`src/rtl/bp_be_idiv_radix2.sv`:
```
// Iterative radix-2 restoring divider with RISC-V M-extension result semantics.
// One operation in flight; results are held until the requester consumes them.
module bp_be_idiv_radix2 #(
    parameter int unsigned width_p = 64
) (
    input  logic               clk_i,
    input  logic               reset_i,
    input  logic [width_p-1:0] dividend_i,
    input  logic [width_p-1:0] divisor_i,
    input  logic               signed_div_i,
    input  logic               v_i,
    output logic               ready_o,
    output logic [width_p-1:0] quotient_o,
    output logic [width_p-1:0] remainder_o,
    output logic               v_o,
    input  logic               yumi_i
);

    localparam int unsigned W     = width_p;
    localparam int unsigned CNT_W = (W > 1) ? $clog2(W) : 1;

    typedef enum logic [1:0] {
        S_IDLE = 2'd0,
        S_CALC = 2'd1,
        S_FIX  = 2'd2,
        S_DONE = 2'd3
    } state_e;

    state_e             r_state;
    logic               r_ready;
    logic               r_v;
    logic [W-1:0]       r_quotient;
    logic [W-1:0]       r_remainder;
    logic [CNT_W-1:0]   r_cnt;
    logic [W-1:0]       r_rem;
    logic [W-1:0]       r_quo;
    logic [W-1:0]       r_dvs;
    logic [W-1:0]       r_raw;
    logic               r_neg_q;
    logic               r_neg_r;
    logic               r_div_zero;

    logic               w_a_neg;
    logic               w_b_neg;
    logic [W-1:0]       w_a_abs;
    logic [W-1:0]       w_b_abs;
    logic [W:0]         w_shift;
    logic               w_ge;
    logic [W-1:0]       w_diff;
    logic [W-1:0]       w_rem_next;
    logic [W-1:0]       w_q_fix;
    logic [W-1:0]       w_r_fix;

    // Operand magnitudes and sign bookkeeping at accept time
    assign w_a_neg = signed_div_i & dividend_i[W-1];
    assign w_b_neg = signed_div_i & divisor_i[W-1];
    assign w_a_abs = w_a_neg ? (W'(0) - dividend_i) : dividend_i;
    assign w_b_abs = w_b_neg ? (W'(0) - divisor_i)  : divisor_i;

    // One restoring step: W+1-bit shifted partial remainder vs divisor.
    // The difference always fits in W bits because it is below the divisor.
    assign w_shift    = {r_rem, r_quo[W-1]};
    assign w_ge       = (w_shift >= {1'b0, r_dvs});
    assign w_diff     = w_shift[W-1:0] - r_dvs;
    assign w_rem_next = w_ge ? w_diff : w_shift[W-1:0];

    assign w_q_fix = r_neg_q ? (W'(0) - r_quo) : r_quo;
    assign w_r_fix = r_neg_r ? (W'(0) - r_rem) : r_rem;

    always_ff @(posedge clk_i) begin
        if (reset_i) begin
            r_state     <= S_IDLE;
            r_ready     <= 1'b0;
            r_v         <= 1'b0;
            r_quotient  <= '0;
            r_remainder <= '0;
            r_cnt       <= '0;
        end else begin
            case (r_state)
                S_IDLE: begin
                    if (r_ready && v_i) begin
                        r_ready    <= 1'b0;
                        r_quo      <= w_a_abs;
                        r_dvs      <= w_b_abs;
                        r_rem      <= '0;
                        r_raw      <= dividend_i;
                        r_neg_q    <= w_a_neg ^ w_b_neg;
                        r_neg_r    <= w_a_neg;
                        r_div_zero <= (divisor_i == '0);
                        r_cnt      <= '0;
                        r_state    <= S_CALC;
                    end else begin
                        r_ready <= 1'b1;
                    end
                end
                S_CALC: begin
                    r_rem <= w_rem_next;
                    r_quo <= {r_quo[W-2:0], w_ge};
                    r_cnt <= r_cnt + CNT_W'(1);
                    if (r_cnt == CNT_W'(W - 1)) begin
                        r_state <= S_FIX;
                    end
                end
                S_FIX: begin
                    // Divide-by-zero returns all ones and the untouched dividend
                    r_quotient  <= r_div_zero ? '1    : w_q_fix;
                    r_remainder <= r_div_zero ? r_raw : w_r_fix;
                    r_v         <= 1'b1;
                    r_state     <= S_DONE;
                end
                S_DONE: begin
                    if (yumi_i) begin
                        r_v     <= 1'b0;
                        r_ready <= 1'b1;
                        r_state <= S_IDLE;
                    end
                end
                default: begin
                    r_state <= S_IDLE;
                end
            endcase
        end
    end

    assign ready_o     = r_ready;
    assign v_o         = r_v;
    assign quotient_o  = r_quotient;
    assign remainder_o = r_remainder;

endmodule
```
`config.mk`:
```
export PLATFORM = sky130hd
export DESIGN_NAME = bp_be_idiv_radix2
export DESIGN_NICKNAME = d
export VERILOG_FILES = /design/src/rtl/bp_be_idiv_radix2.sv
export SDC_FILE = /design/constraint.sdc
export NUM_CORES = 1
export LEC_CHECK = 0
export BUFFER_PORTS_ARGS = -buffer_cell sky130_fd_sc_hd__buf_2
export CAP_MARGIN = 20
export CORE_MARGIN = 2
export CORE_UTILIZATION = 60
export DETAILED_ROUTE_END_ITERATION = 8
export PLACE_DENSITY = 0.88
export SKIP_CTS_REPAIR_TIMING = 1
export SYNTH_ARGS = -nofsm -noshare
export SYNTH_HDL_FRONTEND = slang
export SYNTH_SLANG_ARGS = --single-unit
export TNS_END_PERCENT = 1
```
`constraint.sdc`:
```
create_clock -name clk_i -period 21.3 [get_ports clk_i]
set_input_delay 3.195 -clock clk_i [delete_from_list [all_inputs] [get_ports clk_i]]
set_output_delay 3.195 -clock clk_i [all_outputs]
set_load 0.01 [all_outputs]
```
==> flow_summary.json <==
{
  "p_per_area_mw_per_mm2": 118,
  "synth-seq-cells": 397,
  "reg2reg_from": "r_quo[63]",
  "grt_pass1_wl_um": 103000,
  "clock-sinks": 397,
  "slowest_stage": "nor4_1",
  "cp_max_fo": 5,
  "rsz0062_at_grt": "no",
  "yosysWarningCount": 0,
  "ys_seq_area_share_pct": 43.7,
  "maxCapViolCount": 0,
  "antenna_found_initial": 5,
  "ir_drop_v": 0.0000559,
  "finalNonFillerCells": 3374,
  "dieArea_sq_mm": 0.0418,
  "final_util_pct": 68.2,
  "syn_area_sq_mm": 0.0241,
  "period_minus_slack_ns": 6.22,
  "worstSetupEndpointType": "flop",
  "relSlewSlack_pct": 22.4,
  "fin_crit_sh_pct": 29.2,
  "ant_nets": 0,
  "grt_overflow": 0,
  "place_hpwl_um": 49100,
  "syn_nets": 2834,
  "clk_pin_slew_ns": 0.06,
  "synth_edf_count": 259,
  "leakagePower_nw": 10.5,
  "finalHoldViolations": 0,
  "wl_um": 65900,
  "layout-drive-gt1-share_pct": 13.3,
  "finClkSkew_ns": 0.0192,
  "async_reset_ff_share_pct": 0,
  "setup_tns_ns": 0,
  "grt_max_degree": 85,
  "synth_cell_types": 77,
  "r2r_cells": 14,
  "slew_violations": 0,
  "die_y_um": 204,
  "regToRegSetupSlack_ns": 15.88,
  "num_vias": 20627,
  "htreeDepth": 2,
  "hold_path_depth": 2,
  "tritoncts": "done",
  "hold-path-endpoint": "quotient_o[56]",
  "core_area_sq_mm": 0.0397,
  "setup_ws_ns": 15.08,
  "drt_iter0_drc": 1967,
  "hold_start": "quotient_o[56]",
  "drt-vias-per-instance": 6.11,
  "syn_area_per_cell_sq_um": 9.18,
  "clock_latency_ns": 0.58,
  "finalNetCount": 3017,
  "cts_made_buffers": 42,
  "ios": 263,
  "clk_path_buf_depth": 3,
  "netlist_instances": 2627,
  "start_util_pct": 60.7,
  "root_buffer": "clkbuf_16",
  "start_kind": "input pin",
  "grt_pass1_vias": 19109,
  "area_growth_pct": 12.4,
  "grtUsageTotal_pct": 30.9,
  "fmax_mhz": 161,
  "crit_type": "input pin to flop",
  "finalSetupViolations": 0,
  "gp_congestion": 1.03,
  "wl_per_cell_um": 19.5,
  "die_w_um": 204,
  "synth-main-ff-cell": "edfxtp_1",
  "cp.required_ns": 21.60,
  "arrival_ns": 6.52,
  "run_status": "finished, final reports clean",
  "crit_chain": "buf_2 > or4_1 > nor3_1 > nand2_1 > nor2_1 > and2_1 > nand4b_1 > nor4_1 > nand2_1 > nor3_1 > a21oi_1 > xor2_1",
  "io_buffers": 262,
  "cpPeakStageDelay_ns": 0.66,
  "post-place-cells": 3290,
  "rows": 73,
  "tightestPinTransition_ns": 1.16,
  "pre_cts_slack_ns": 14.54,
  "reg2reg_to": "r_rem[40]",
  "firstDrtPassIters": 6,
  "hold_path_class": "flop to flop",
  "drc": 0
}
cell families (layout without fill, tap and decap cells):
family,after synthesis,after routing,synth area share [%]
buffers and inverters,242,459,3.88
other,0,5,0
and+or+nand+nor,850,850,16.2
adders and majority gates,74,74,3.87
AOI/OAI and AO/OA,657,657,17.1
xor gates and xnor gates,308,308,11.2
muxes,99,99,4.13
DFF,397,397,43.7
registers in the layout (all words and copies together) (netlist names):
name and cells:
quotient_o 64, r_cnt 6, r_div_zero 1, r_dvs 64, r_neg_q 1, r_neg_r 1
r_quo 64, r_raw 64, r_rem 64, r_state 2, ready_o 1, remainder_o 64
v_o 1
worst max-delay path by stage:
stage / slack, ns / start / endpoint
after floorplan: 11.61 / reset_i / r_div_zero
after global placement: 14.66 / divisor_i[28] / r_dvs[59]
after detailed placement: 14.54 / divisor_i[14] / r_dvs[57]
after CTS: 15.14 / divisor_i[14] / r_dvs[57]
after global routing: 14.70 / divisor_i[14] / r_dvs[59]
final: 15.08 / divisor_i[14] / r_dvs[61]
cell usage after synthesis (21+ instances only):
| cell type | n | area, sq um |
|---|---|---|
| xor2_1 | 139 | 1220 |
| nand4_1 | 21 | 131 |
| o22ai_1 | 70 | 438 |
| nor3_1 | 47 | 235 |
| inv_1 | 100 | 375 |
| o41ai_1 | 29 | 254 |
| o21ai_0 | 205 | 1030 |
| clkbuf_1 | 120 | 450 |
| a21oi_1 | 138 | 691 |
| o31ai_1 | 60 | 450 |
| nand3_1 | 26 | 130 |
| nor2_1 | 316 | 1190 |
| or3_1 | 31 | 194 |
| nand2b_1 | 33 | 206 |
| edfxtp_1 | 259 | 7780 |
| ha_1 | 73 | 913 |
| a21o_1 | 34 | 255 |
| mux2i_1 | 96 | 961 |
| xnor2_1 | 169 | 1480 |
| nand2_1 | 264 | 991 |
| dfxtp_1 | 138 | 2760 |
| or4_1 | 26 | 195 |
worst max-delay path, delay by kind of cell:
family                    cells  cell delay, ns
AOI/OAI and AO/OA             1            0.16
xor gates and xnor gates      1            0.17
buffers and inverters         1            0.11
and+or+nand+nor               9            2.88
placed cells by master, fill, tap and decap left out, drive strengths merged, types with 26 or more instances in the layout:
| cell | instances |
|---|---|
| o41ai | 29 |
| ha | 73 |
| or4 | 28 |
| o21ai | 206 |
| nor3 | 48 |
| xor2 | 139 |
| inv | 101 |
| nand2b | 33 |
| o31ai | 64 |
| buf | 280 |
| nor2 | 316 |
| nand3 | 26 |
| mux2i | 96 |
| a21o | 34 |
| dfxtp | 138 |
| a21oi | 138 |
| or3 | 35 |
| clkbuf | 58 |
| o22ai | 70 |
| xnor2 | 169 |
| nand2 | 264 |
| edfxtp | 259 |
layout make-up:
cell class	instances	area [sq um]
fillers	3086	12600
flip-flops and latches	397	10500
repair buffers	280	1470
clock buffers	58	1170
well taps	525	657
inverters	101	379
diodes	5	12.5
multi-input cells	1988	12700
clock inverters	20	203
per-layer routing:
layer	share of wire, %	global-route usage [%]	wire [um]	vias to the layer above
met5	0	0	0	-
met2	46	49.3	30200	938
met4	3.1	11.4	2030	0
met1	43	43.5	28400	9723
li1	-	-	-	9841
met3	8.0	3.67	5270	125
power by group:
group          leakage [nW]  total [mW]  switching, mW  internal [mW]
logic                  6.36        1.23          0.741          0.488
registers              3.51        1.23          0.184           1.05
clock network         0.669       0.732          0.308          0.424
stage by stage:
stage               instance area, sq um  total power [mW]  hold WS [ns]
global route                       27100              3.37         0.509
detailed placement                 25700              2.44         0.477
floorplan                          24100              2.10         0.480
global placement                   25700              2.41         0.467
CTS                                27100              3.18         0.485
finish                             27100              3.19         0.484
(Power assumes the default switching activity.)
